File: src/rtl/botones_eventos.sv
// botones_eventos
//   Turns the debounced button levels into one-clock events for the pet state
//   machine and holds the test-mode flag.
//
//   Parameters
//     HOLD_CYCLES  consecutive high samples that count as a long press
//     CNT_W        hold-counter width (2**CNT_W > HOLD_CYCLES)
//
//   Ports
//     clk             system clock, rising edge
//     reset           asynchronous, active-high; clears all state and outputs
//     Senal_Reset     debounced reset button, active-high
//     Senal_Test      debounced test button, active-high
//     Senal_Energia   debounced energy button, active-high
//     Senal_Medicina  debounced medicine button, active-high
//     ev_energia      1-clk pulse on energy press
//     ev_medicina     1-clk pulse on medicine press
//     ev_test_paso    1-clk pulse on short test press, at release
//     modo_test       level, toggles on each long test press
//     ev_reset_juego  1-clk pulse on long reset press
module botones_eventos #(
    parameter int HOLD_CYCLES = 250_000_000,
    parameter int CNT_W       = 28
) (
    input  logic clk,
    input  logic reset,
    input  logic Senal_Reset,
    input  logic Senal_Test,
    input  logic Senal_Energia,
    input  logic Senal_Medicina,
    output logic ev_energia,
    output logic ev_medicina,
    output logic ev_test_paso,
    output logic modo_test,
    output logic ev_reset_juego
);

    localparam int CH_RST = 0;
    localparam int CH_TST = 1;
    localparam int CH_ENE = 2;
    localparam int CH_MED = 3;
    localparam int NCH    = 4;

    localparam logic [CNT_W-1:0] CNT_LAST = CNT_W'(HOLD_CYCLES - 1);

    typedef enum logic [1:0] {
        ARM,
        IDLE,
        PRESS,
        HELD
    } state_t;

    logic [NCH-1:0] btn;
    logic [NCH-1:0] ev_press;
    logic [NCH-1:0] ev_release;
    logic [NCH-1:0] ev_long;

    assign btn = {Senal_Medicina, Senal_Energia, Senal_Test, Senal_Reset};

    for (genvar g = 0; g < NCH; g++) begin : g_ch
        state_t           state;
        logic [CNT_W-1:0] cnt;

        // Events are decoded from the current state and the sample taken at
        // this edge; they are registered below, so no input reaches an output
        // combinationally.
        assign ev_press[g]   = (state == IDLE)  &&  btn[g];
        assign ev_release[g] = (state == PRESS) && !btn[g];
        assign ev_long[g]    = (state == PRESS) &&  btn[g] && (cnt == CNT_LAST);

        always_ff @(posedge clk or posedge reset) begin
            if (reset) begin
                state <= ARM;
                cnt   <= '0;
            end else begin
                case (state)
                    // A button already held when reset ends must be released
                    // before it can produce any event.
                    ARM: begin
                        if (!btn[g]) state <= IDLE;
                    end
                    IDLE: begin
                        if (btn[g]) begin
                            state <= PRESS;
                            cnt   <= CNT_W'(1);
                        end
                    end
                    PRESS: begin
                        if (!btn[g]) begin
                            state <= IDLE;
                        end else if (cnt == CNT_LAST) begin
                            state <= HELD;
                        end else begin
                            cnt <= cnt + 1'b1;
                        end
                    end
                    HELD: begin
                        // Counter stays frozen so it can never wrap.
                        if (!btn[g]) state <= IDLE;
                    end
                    default: state <= ARM;
                endcase
            end
        end
    end

    // The reset button masks the gameplay events while it is sampled high.
    always_ff @(posedge clk or posedge reset) begin
        if (reset) begin
            ev_energia     <= 1'b0;
            ev_medicina    <= 1'b0;
            ev_test_paso   <= 1'b0;
            modo_test      <= 1'b0;
            ev_reset_juego <= 1'b0;
        end else begin
            ev_energia     <= ev_press[CH_ENE]   && !Senal_Reset;
            ev_medicina    <= ev_press[CH_MED]   && !Senal_Reset;
            ev_test_paso   <= ev_release[CH_TST] && !Senal_Reset;
            modo_test      <= modo_test ^ (ev_long[CH_TST] && !Senal_Reset);
            ev_reset_juego <= ev_long[CH_RST];
        end
    end

endmodule
File: config.mk
export PLATFORM = sky130hd
export DESIGN_NAME = botones_eventos
export DESIGN_NICKNAME = d
export VERILOG_FILES = /design/src/rtl/botones_eventos.sv
export SDC_FILE = /design/constraint.sdc
export NUM_CORES = 1
export LEC_CHECK = 0
export BUFFER_PORTS_ARGS = -buffer_cell sky130_fd_sc_hd__buf_2
export CAP_MARGIN = 20
export CORE_ASPECT_RATIO = 0.75
export CORE_UTILIZATION = 60
export DETAILED_ROUTE_END_ITERATION = 16
export PLACE_DENSITY = 0.83
export SLEW_MARGIN = 15
export SYNTH_ARGS = -nofsm -noshare
export SYNTH_HDL_FRONTEND = slang
export SYNTH_SLANG_ARGS = --single-unit
File: constraint.sdc
create_clock -name clk -period 10.1 [get_ports clk]
set_input_delay 2.525 -clock clk [delete_from_list [all_inputs] [get_ports clk]]
set_output_delay 2.525 -clock clk [all_outputs]
set_load 0.01 [all_outputs]
== After elaboration in Yosys (flattened, before gate mapping) ==
Index checks and enable logic that the tools add are counted.

* Add/sub/neg operators: 4
* Equality and inequality tests: 36
* Mux-type cells: 36
* Bitwise gates (word level): 1
* Reduce and logical (&&, ||, !) cells: 33

{| class="wikitable"
|+ Operators by type and width
! operator !! number
|-
| $mux 28 || 12
|-
| $pmux 28 s2 || 4
|-
| $add 28x1->28 const B || 4
|-
| $eq 28x28->1 const B || 4
|-
| $mux 2 || 16
|-
| $ne 2x2->1 const B || 16
|-
| $pmux 2 s3 || 4
|-
| $eq 2x2->1 const B || 8
|-
| $reduce_and 4->1 || 4
|-
| $ne 3x2->1 const B || 4
|-
| $reduce_and 3->1 || 4
|-
| $logic_and 1x1->1 || 11
|-
| $eq 2x1->1 const B || 4
|-
| $logic_not 2->1 || 4
|-
| $reduce_bool 2->1 || 4
|-
| $reduce_or 2->1 || 4
|-
| $logic_not 1->1 || 2
|-
| $xor 1x1->1 || 1
|}

* Register bits: 125
* Input port bits: 6
* Logic and storage cells: 123

== Depth between registers and ports, before layout ==
Gate-level depths: netlist of the first run.

* Word-level depth: 5
* Depth in mapped cells: 9
* Mapped depth without buffers: 7

== Least setup slack after synthesis of the first run ==
Ideal clock, no wire load.

* Kind: input port to flip-flop
* From: input port Senal_Energia
* To: register g_ch[2].cnt[25]
* Arrival: 3793 ps
* Data required time: 9971 ps
* Setup slack: 6178 ps
* Stages: 6
* Cells stage by stage: clkbuf_1 nand3_1 nor4_2 nand3_1 o211ai_1 o31ai_1

* Cells in the longest elaborated chain, start to end: 2
* Elaborated cells on any way between the ends: 3
* Those cells by class: eq/ne (2); reduce/logical (1)

{| class="wikitable"
|+ RTL lines
! what !! RTL line !! RTL
|-
| start: declaration || 29 || <nowiki>input logic Senal_Energia,</nowiki>
|-
| $ne 2x2->1 (no source line) || - ||
|-
| $reduce_and 4->1 (no source line) (*) || - ||
|-
| end signal: assignment || 94 || <nowiki>cnt <= cnt + 1'b1;</nowiki>
|-
| end: declaration || 62 || <nowiki>logic [CNT_W-1:0] cnt;</nowiki>
|}

Every way passes the cells marked *; elsewhere a longest branch is shown, timed or not.
A chain may end at the register's enable or synchronous reset.

== Worst setup path after layout of the first run ==
* From: input port Senal_Reset
* To: register g_ch[0].cnt[18]

* Cells in the longest elaborated chain, start to end: 2
* Elaborated cells on any way between the ends: 3
* Those cells by class: eq/ne (2); reduce/logical (1)

{| class="wikitable"
|+ RTL lines
! what !! RTL line !! RTL
|-
| start: declaration || 27 || <nowiki>input logic Senal_Reset,</nowiki>
|-
| $ne 2x2->1 (no source line) || - ||
|-
| $reduce_and 4->1 (no source line) (*) || - ||
|-
| end signal: assignment || 94 ||
|-
| end: declaration || 62 ||
|}

Marks and branches as above.

==> reports/metrics.csv, run 1 <==
metric;value;unit
status;completed;
met2 wire len;7310;microns
Via density;6.57;
hold path depth;1;
clk_skew;0.00855;ns
Post-synth top cells;dfrtp_1 (125), nand2_1 (72), nor2_1 (72), nand3_1 (58), o21ai_0 (39);
CP arrival;4.37;ns
DRT iter0 DRCs;707;
num ports;11;
Port Buf Inserts;10;
CTS max path bufs;2;
most common cell in the netlist;dfrtp_1;
Max IR drop VDD;0.000128;V
Cells after Synth;723;
Seq cells post-synth;125;
Hold-fix buffers, CTS;0;
antenna violations before repair;0;
crit end category;register;
Critical Path Start Type;input port;
M1 wire length;6960;microns
syn_nets;745;
Buf/Inv on CP;1;
Core Box Area;0.0109;sq mm
f_max;245;MHz
pwr/cell area;203;mW/mm^2
largest net degree at the start of global routing;66;
EDFF count, synth;0;
unrepaired setup endpoints after global routing;false;
routed len/inst;17.5;microns
Starting Density;61.9;%
Max-slew headroom;35.0;%
Post-layout nets;751;
first-pass GRT wire length;25700;microns
DRC viols;0;
predominant post-synthesis flop cell;dfrtp_1;
CTS HTree Levels;4;
Crit Path Max Fanout;13;
Slowest cell on crit path;nor4_1;
Antenna Nets Post-Route;0;
Post-CTS Repair Setup Buffers;0;
met3 WL post-DR;916;microns
area grow syn2layout;11.4;%
DRT Pass-1 Iters;5;
Tightest Hold Check Type;reg2reg;
Required @ worst endpoint;10.39;ns
TNS Setup;0;ns
total wire length after detailed routing;15500;microns
clock sinks;125;
Root Buffer;clkbuf_16;
Top Metal Used;met4;
ys async rst share;100;%
ratio of cells with drive above 1 in the final layout;9.16;%
Leak;3.14;nW
Max Cap Viol;0;
share of the synthesized area in the top cell type;46.2;%
R2R depth;6;
Yosys top cell by area;dfrtp_1;
GP Congestion;0.884;
Worst-path clk slew;0.06;ns
Ys Warns;0;
Stages on worst setup path;6;
CTS tree;yes;
Post-CTS Resized;0;
Rows;33;
Worst path top cell family by delay;simple AND/OR/NAND/NOR gates;
worst path cell trace;buf_2 -> nand2_1 -> nor4_1 -> nand3_1 -> nand3_1 -> o21ai_0;
vias in the first global route;5486;
Final setup viols;0;
sequential fraction of the synthesis area;46.2;%
Via Count;5798;
worst skew pair latency;0.42;ns
Crit path largest cell delay;0.83;ns
CP most frequent cell;nand3_1;
number of fill cells in the layout;783;
Mapped Area;0.00678;sq mm
slew of the pin with the lowest slew margin;0.969;ns
final period utilization;40.4;%
Final Max Tran Viols;0;
synth unique cells;63;
TritonCTS Buffers;17;
die height;94.0;microns
kind of critical path;in2reg;
Overflow after GRT;0;
Hold Vio Cnt, Final;0;
die footprint;0.0117;sq mm
Die Width;125;microns
gr usage total;27.6;%
largest cells by area after synthesis;dfrtp_1 (46%), nand3_1 (4.3%), nand2_1 (4.0%), nor2_1 (4.0%), nand4_1 (3.1%);
post-layout min period;4.08;ns
Hold Slack;0.468;ns
Antenna Cells;0;
synthesized area per cell;9.37;sq um
DPL Wire Length;9770;microns
-- per-layer routing --
metal | global-route usage [%] | vias to the layer above
met5 | 0 | -
met4 | 13.1 | 0
met3 | 5.87 | 37
met2 | 44.2 | 220
met1 | 36.1 | 2854
li1 | - | 2687
-- final cells by class --
class	instances	area, sq um	share of cell area [%]
clock buffer	22	484	6.41
clock inverter	10	160	2.12
inverter	20	77.6	1.03
multi-input combinational	552	3450	45.7
sequential	125	3130	41.4
tap	140	175	2.32
timing repair buffer	13	72.6	0.961
-- kinds of logic (layout without fill, tap and decap cells) --
kind of cell | after synthesis | count (layout) | synth area share [%]
fa+ha+maj | 16 | 16 | 2.95
simple gates | 350 | 350 | 27.6
buf+inv | 46 | 65 | 3.08
mux | 12 | 12 | 1.79
flops | 125 | 125 | 46.2
xor+xnor | 43 | 43 | 5.56
compound gates | 131 | 131 | 12.8
-- final timing paths --
check,startpoint,endpoint,slack [ns]
max reg2reg,g_ch[1].state[0]$_DFFE_PP0P_,g_ch[1].cnt[17]$_DFFE_PP0P_,7.58
min,modo_test$_DFF_PP0_,modo_test$_DFF_PP0_,0.47
min reg2reg,modo_test$_DFF_PP0_,modo_test$_DFF_PP0_,0.47
max,Senal_Reset,g_ch[0].cnt[18]$_DFFE_PP0P_,6.02
max in group asynchronous,reset,g_ch[0].cnt[8]$_DFFE_PP0P_,6.57
min in group asynchronous,reset,g_ch[2].cnt[8]$_DFFE_PP0P_,2.24
-- where the power goes --
group	total (W)	switching (W)	internal, W
Sequential	0.000582	0.0000394	0.000542
Combinational	0.000283	0.000189	0.0000948
Clock	0.000664	0.000225	0.000439
-- through the flow --
stage / cell area (sq um) / setup WS, ns / util [%] / std cells / total power (W)
after floorplan: 6780 / 4.25 / - / 723 / 0.000799
after global placement: 6890 / 5.83 / 63.0 / 850 / 0.000846
after detailed placement: 6890 / 5.65 / 63.0 / 850 / 0.000865
after CTS: 7540 / 6.07 / 68.9 / 882 / 0.00153
after global routing: 7550 / 5.77 / 69.0 / 882 / 0.00160
final: 7550 / 6.02 / 69.0 / 882 / 0.00153
-- cell usage in the layout (no fill, tap or decap), types with 3 or more instances in the layout --
cell and instances:
or3_1 13, nor4bb_1 3, nor4_2 3, bufinv_16 4, and2_1 7, clkbuf_8 4, nand3_1 58, a31oi_1 4
nor4b_1 4, o21ai_0 39, o41ai_1 3, nor2b_1 3, nor3_1 17, nor4_1 14, inv_1 19, o211ai_1 9
buf_2 10, mux2i_1 11, or2_2 4, and3_1 7, o311ai_0 11, clkinv_2 3, buf_4 3, nand4_1 34
ha_1 16, o31ai_1 16, nand2b_1 3, xor2_1 23, or4_1 9, clkbuf_16 17, a21oi_1 25, nand2_1 72
o21a_1 4, nor2_1 71, a21oi_2 3, dfrtp_1 125, xnor2_1 20, and4_1 18
-- sequential cells by signal, indices dropped and copies added, names as in the netlist --
| signal | count |
|---|---|
| ev_reset_juego | 1 |
| g_ch.state | 8 |
| ev_test_paso | 1 |
| g_ch.cnt | 112 |
| ev_medicina | 1 |
| ev_energia | 1 |
| modo_test | 1 |
-- worst reg2reg max path: stages (launching register included) --
cell     delay, ns
dfrtp_1       0.42
inv_1         0.08
ha_1          0.35
nand2_1       0.31
a21o_1        0.51
or4_1         0.60
a21oi_1       0.17
Note: power is estimated with default switching activity, not from simulation.
==> run 2, diff against run 1 <==
==> constraint.sdc (replaced) <==
create_clock -name clk -period 3.9 [get_ports clk]
set_input_delay 0.975 -clock clk [delete_from_list [all_inputs] [get_ports clk]]
set_output_delay 0.975 -clock clk [all_outputs]
set_load 0.01 [all_outputs]
==> run 2 against run 1 <==
  * Sequential cell count stayed put
  * Largest power group unchanged
  * Wire length is 3.1% higher
  * Clock power grew to 2.6 times the previous value
  * Combinational power grew to 2.7 times the previous value
  * Worst hold slack better by 0.0071 ns
==> reports/metrics.csv, run 2 (synthesis results as in run 1) <==
metric;value;unit;change
status;completed;;unchanged
GP Congestion;0.866;;was 0.884
dpl cell area;0.00692;sq mm;was 0.00689 sq mm
commonest non-fill, non-tap cell in the layout;dfrtp_1;;unchanged
Via density;6.63;;was 6.57
Starting Density;61.9;%;unchanged
max reg flops;112;;unchanged
unrepaired setup endpoints after global routing;false;;unchanged
total wire length after detailed routing;15900;microns;was 15,500 microns
die footprint;0.0117;sq mm;unchanged
area grow syn2layout;11.8;%;was 11.4%
ratio of cells with drive above 1 in the final layout;9.03;%;was 9.16%
Leak;3.15;nW;was 3.14 nW
Max IR drop VDD;0.000348;V;was 0.000128 V
Worst-path clk slew;0.05;ns;was 0.06 ns
Slowest cell on crit path;or4_1;;was nor4_1
num ports;11;;unchanged
clock sinks;125;;unchanged
Max Cap Viol;0;;unchanged
Crit path largest cell delay;0.61;ns;was 0.83 ns
R2R setup slack;1.36;ns;was 7.58 ns
Antenna Nets Post-Route;0;;unchanged
Hold Slack;0.475;ns;was 0.468 ns
pwr/cell area;527;mW/mm^2;was 203 mW/mm^2
Antenna Cells;0;;unchanged
gr usage total;29.0;%;was 27.6%
Tightest Hold Check Type;reg2reg;;unchanged
Core Box Area;0.0109;sq mm;unchanged
worst skew pair latency;0.41;ns;was 0.42 ns
Required @ worst endpoint;4.23;ns;was 10.39 ns
clk_skew;0.00518;ns;was 0.00855 ns
vias in the first global route;5625;;was 5,486
first-pass GRT wire length;27200;microns;was 25,700 microns
Post-CTS Repair Setup Buffers;0;;unchanged
CTS max path bufs;2;;unchanged
DRT Pass-1 Iters;8;;was 5
Max-slew headroom;33.3;%;was 35.0%
commonest cells after routing, fill and taps aside;dfrtp_1 (125), nand2_1 (72), nor2_1 (72);;was dfrtp_1 (125), nand2_1 (72), nor2_1 (71)
met2 wire len;7550;microns;was 7310 microns
CP arrival;2.87;ns;was 4.37 ns
CTS tree;yes;;unchanged
routed len/inst;18.1;microns;was 17.5 microns
DPL Wire Length;10200;microns;was 9770 microns
antenna violations before repair;0;;unchanged
Critical Path Start Type;register;;was input port
Final Max Tran Viols;0;;unchanged
Rows;33;;unchanged
crit end category;register;;unchanged
die height;94.0;microns;unchanged
f_max;394;MHz;
final period utilization;65.2;%;
total power;0.00399;W;was 0.00153 W
CTS HTree Levels;4;;unchanged
post-layout min period;2.54;ns;
Hold Vio Cnt, Final;0;;unchanged
slew of the pin with the lowest slew margin;0.995;ns;was 0.969 ns
Post-CTS Resized;0;;unchanged
kind of critical path;reg2reg;;was in2reg
number of fill cells in the layout;779;;was 783
Top Registers;g_ch.cnt x112, g_ch.state x8;;unchanged
Top Metal Used;met4;;unchanged
Overflow after GRT;0;;unchanged
DRC viols;0;;unchanged
largest reg by FF count;g_ch.cnt;;unchanged
met3 WL post-DR;1040;microns;was 916 microns
Seq. cell area;0.00313;sq mm;unchanged
Hold-fix buffers, CTS;0;;unchanged
Port Buf Inserts;10;;unchanged
Die Width;125;microns;unchanged
DRT iter0 DRCs;705;;was 707
largest net degree at the start of global routing;68;;was 66
Root Buffer;clkbuf_16;;unchanged
Post-layout nets;753;;was 751
post-route cell area;0.00757;sq mm;was 0.00755 sq mm
TritonCTS Buffers;17;;unchanged
Via Count;5852;;was 5,798
Crit Path Max Fanout;21;;was 13
M1 wire length;7100;microns;was 6960 microns
worst path cell trace;ha_1 -> and3_1 -> and4_4 -> a21o_1 -> or4_1 -> a21oi_1;;was buf_2 -> nand2_1 -> nor4_1 -> nand3_1 -> nand3_1 -> o21ai_0
TNS Setup;0;ns;unchanged
Final setup viols;0;;unchanged
Multi-input gate area;0.00345;sq mm;about the same
==> run 2: cell type report <==
class | count | area share [%]
Multi-Input combinational cell | 552 | 45.5
Tap cell | 140 | 2.31
Inverter | 20 | 1.04
Clock inverter | 6 | 1.72
Sequential cell | 125 | 41.3
Timing Repair Buffer | 15 | 1.32
Clock buffer | 24 | 6.76
==> run 2: metal layers <==
layer / GRT usage, % / vias to the layer above
li1: - / 2685
met3: 6.61 / 36
met5: 0 / -
met1: 38.5 / 2877
met2: 46.4 / 254
met4: 11.4 / 0
==> run 2: final timing paths <==
check | start | endpoint | cells after the start
hold / removal | modo_test$_DFF_PP0_ | modo_test$_DFF_PP0_ | 1
setup / recovery | g_ch[1].cnt[0]$_DFFE_PP0P_ | g_ch[1].cnt[17]$_DFFE_PP0P_ | 6
setup reg to reg | g_ch[1].cnt[0]$_DFFE_PP0P_ | g_ch[1].cnt[17]$_DFFE_PP0P_ | 6
min in group asynchronous | reset | g_ch[1].cnt[19]$_DFFE_PP0P_ | 2
max in group asynchronous | reset | g_ch[0].cnt[8]$_DFFE_PP0P_ | 3
hold reg to reg | modo_test$_DFF_PP0_ | modo_test$_DFF_PP0_ | 1
==> run 2: worst max-delay path: cells and delay by family, from the launching register on <==
| kind | cells | cell delay, ns |
|---|---|---|
| and+or+nand+nor | 3 | 1.14 |
| AOI/OAI and AO/OA | 2 | 0.64 |
| adders and majority gates | 1 | 0.27 |
| DFF | 1 | 0.44 |
==> run 2: power breakdown <==
part           switching [W]  total, W  internal [W]  leakage, nW
Combinational       0.000503  0.000757      0.000254         1.13
Sequential          0.000108   0.00151       0.00140         1.70
Clock               0.000558   0.00172       0.00116        0.318
==> run 2: per-stage QoR <==
stage	util (%)	setup WS (ns)	instances
2_1_floorplan	-	1.39	723
3_3_place_gp	63.2	1.14	852
3_5_place_dp	63.2	1.03	852
4_1_cts	69.1	1.15	882
5_1_grt	69.2	1.15	882
6_report	69.2	1.36	882
==> run 3, diff against run 2 <==
==> constraint.sdc (replaced) <==
create_clock -name clk -period 2.4 [get_ports clk]
set_input_delay 0.6 -clock clk [delete_from_list [all_inputs] [get_ports clk]]
set_output_delay 0.6 -clock clk [all_outputs]
set_load 0.01 [all_outputs]
==> run 3 against run 2 <==
  * Global-route usage fell by 1.0 points
  * Critical path depth rose by 1
  * Die area stayed put
  * Register-to-register slack got worse by 1.2 ns
  * Final area grew 1.3%
  * Utilization increased by 0.87 points
  * First-iteration DRC count fell by 8.4%
  * Sequential power increased by 63%
  * Critical path type unchanged
==> reports/metrics.csv, run 3 (synthesis results as in run 1) <==
metric;value;unit;change
status;completed;;unchanged
largest reg by FF count;g_ch.cnt;;unchanged
Hold-fix buffers, CTS;0;;unchanged
unrepaired setup endpoints after global routing;false;;unchanged
ratio of cells with drive above 1 in the final layout;11.2;%;was 9.03%
post-layout min period;2.26;ns;was 2.54 ns
Crit path largest cell delay;0.53;ns;was 0.61 ns
commonest non-fill, non-tap cell in the layout;dfrtp_1;;unchanged
Critical Path Start Type;register;;unchanged
Switching Fraction;29.5;%;was 29.3%
worst reg2reg startpoint;g_ch[1].cnt[0]$_DFFE_PP0P_;;unchanged
Worst-path clk slew;0.05;ns;about the same
clk_skew;0.0123;ns;was 0.00518 ns
Post-CTS Resized;0;;unchanged
Max Cap Viol;0;;unchanged
Core Box Area;0.0109;sq mm;unchanged
R2R depth;7;;was 6
Overflow after GRT;0;;unchanged
fraction of power consumed by sequential logic;38.9;%;was 37.9%
Top Registers;g_ch.cnt x112, g_ch.state x8;;unchanged
DRT Pass-1 Iters;7;;was 8
Net Sw Power;0.00186;W;was 0.00117 W
Slowest cell on crit path;nor4_1;;was or4_1
clock sinks;125;;unchanged
FF-to-FF End;g_ch[1].cnt[20]$_DFFE_PP0P_;;was g_ch[1].cnt[17]$_DFFE_PP0P_
Final setup viols;0;;unchanged
routed len/inst;16.9;microns;was 18.1 microns
antenna violations before repair;0;;unchanged
Clk pwr share;40.7;%;was 43.1%
Max-slew headroom;65.2;%;was 33.3%
worst skew pair latency;0.41;ns;about the same
Required @ worst endpoint;2.70;ns;was 4.23 ns
Max IR drop VDD;0.000666;V;was 0.000348 V
CTS HTree Levels;4;;unchanged
Antenna Nets Post-Route;0;;unchanged
pwr/cell area;824;mW/mm^2;was 527 mW/mm^2
Hold Vio Cnt, Final;0;;unchanged
area grow syn2layout;13.2;%;was 11.8%
first-pass GRT wire length;26400;microns;was 27,200 microns
CTS max path bufs;2;;unchanged
crit end category;register;;unchanged
crit path to;g_ch[1].cnt[20]$_DFFE_PP0P_;;was g_ch[1].cnt[17]$_DFFE_PP0P_
DRT iter0 DRCs;646;;was 705
Port Buf Inserts;10;;unchanged
TNS Setup;0;ns;unchanged
kind of critical path;reg2reg;;unchanged
DPL Wire Length;10200;microns;about the same
largest net degree at the start of global routing;62;;was 68
CP startpoint;g_ch[1].cnt[0]$_DFFE_PP0P_;;unchanged
final worst slack;0.139;ns;was 1.36 ns
Antenna Cells;0;;unchanged
Leak;3.22;nW;was 3.15 nW
Place WS;0.0421;ns;was 1.03 ns
Final Max Tran Viols;0;;unchanged
Via Count;5832;;was 5,852
commonest cells after routing, fill and taps aside;dfrtp_1 (125), nand2_1 (72), nor2_1 (72);;unchanged
Post-CTS Repair Setup Buffers;0;;unchanged
Post-layout nets;772;;was 753
dpl cell area;0.00708;sq mm;was 0.00692 sq mm
Crit Path Max Fanout;10;;was 21
Root Buffer;clkbuf_16;;unchanged
Via density;6.47;;was 6.63
die footprint;0.0117;sq mm;unchanged
die height;94.0;microns;unchanged
post-route cell area;0.00767;sq mm;was 0.00757 sq mm
gr usage total;28.0;%;was 29.0%
Pint;0.00446;W;was 0.00282 W
DRC viols;0;;unchanged
Die Width;125;microns;unchanged
CTS tree;yes;;unchanged
R2R setup slack;0.14;ns;was 1.36 ns
Starting Density;61.9;%;unchanged
f_max;442;MHz;was 394 MHz
total wire length after detailed routing;15300;microns;was 15,900 microns
slew of the pin with the lowest slew margin;0.518;ns;was 0.995 ns
Comb pwr share;20.4;%;was 19.0%
GP Congestion;0.878;;was 0.866
Tightest Hold Check Type;in2async;;was reg2reg
num ports;11;;unchanged
final period utilization;94.2;%;was 65.2%
vias in the first global route;5673;;was 5,625
worst path cell trace;ha_1 -> and3_1 -> buf_4 -> nand4_1 -> nor4_1 -> xnor2_1 -> nor2_1;;was ha_1 -> and3_1 -> and4_4 -> a21o_1 -> or4_1 -> a21oi_1
CP arrival;2.56;ns;was 2.87 ns
Rows;33;;unchanged
max reg flops;112;;unchanged
TritonCTS Buffers;17;;unchanged
[run 3: routing by layer]
layer	global-route usage [%]	up-vias	wire length, microns
met5	0	-	0
met4	9.24	0	241
met3	5.98	26	765
met2	46.4	210	7430
met1	36.8	2873	6830
li1	-	2723	-
[run 3: power by group through the flow]
stage	Clock [W]	Combinational, W	Sequential [W]
4_1_cts	0.00259	0.00129	0.00245
6_report	0.00257	0.00129	0.00246
2_1_floorplan	0	0.000915	0.00245
3_5_place_dp	0	0.00127	0.00249
3_3_place_gp	0	0.00118	0.00246
5_1_grt	0.00268	0.00145	0.00248
[run 3: worst min-delay path by stage]
stage	startpoint	to	cells past startpoint
finish	reset	g_ch[1].cnt[21]$_DFFE_PP0P_	2
global route	reset	g_ch[1].cnt[21]$_DFFE_PP0P_	2
CTS	reset	g_ch[1].cnt[21]$_DFFE_PP0P_	2
detailed placement	modo_test$_DFF_PP0_	modo_test$_DFF_PP0_	1
global placement	modo_test$_DFF_PP0_	modo_test$_DFF_PP0_	1
floorplan	g_ch[1].cnt[6]$_DFFE_PP0P_	g_ch[1].cnt[6]$_DFFE_PP0P_	1
[run 3: critical path, delay by kind of cell, from the launching register on]
| family | cells | cell delay [ns] |
|---|---|---|
| simple gates | 4 | 1.18 |
| flops | 1 | 0.40 |
| buf+inv | 1 | 0.18 |
| fa+ha+maj | 1 | 0.22 |
| xor+xnor | 1 | 0.18 |
[run 3: area by class of cell]
| cell class | count | area, sq um |
|---|---|---|
| multi-input combinational | 552 | 3440 |
| fill | 784 | 3270 |
| sequential | 125 | 3130 |
| clock buffer | 23 | 478 |
| timing repair buffer | 34 | 255 |
| tap | 140 | 175 |
| clock inverter | 7 | 113 |
| inverter | 20 | 78.8 |
[run 3: per-stage QoR]
stage	instances	total power, W	utilization [%]	hold WS, ns
finish	901	0.00632	70.1	0.205
floorplan	723	0.00336	-	0.444
global route	901	0.00662	70.1	0.235
global placement	871	0.00365	64.7	0.454
detailed placement	871	0.00375	64.7	0.466
CTS	901	0.00633	70.1	0.210
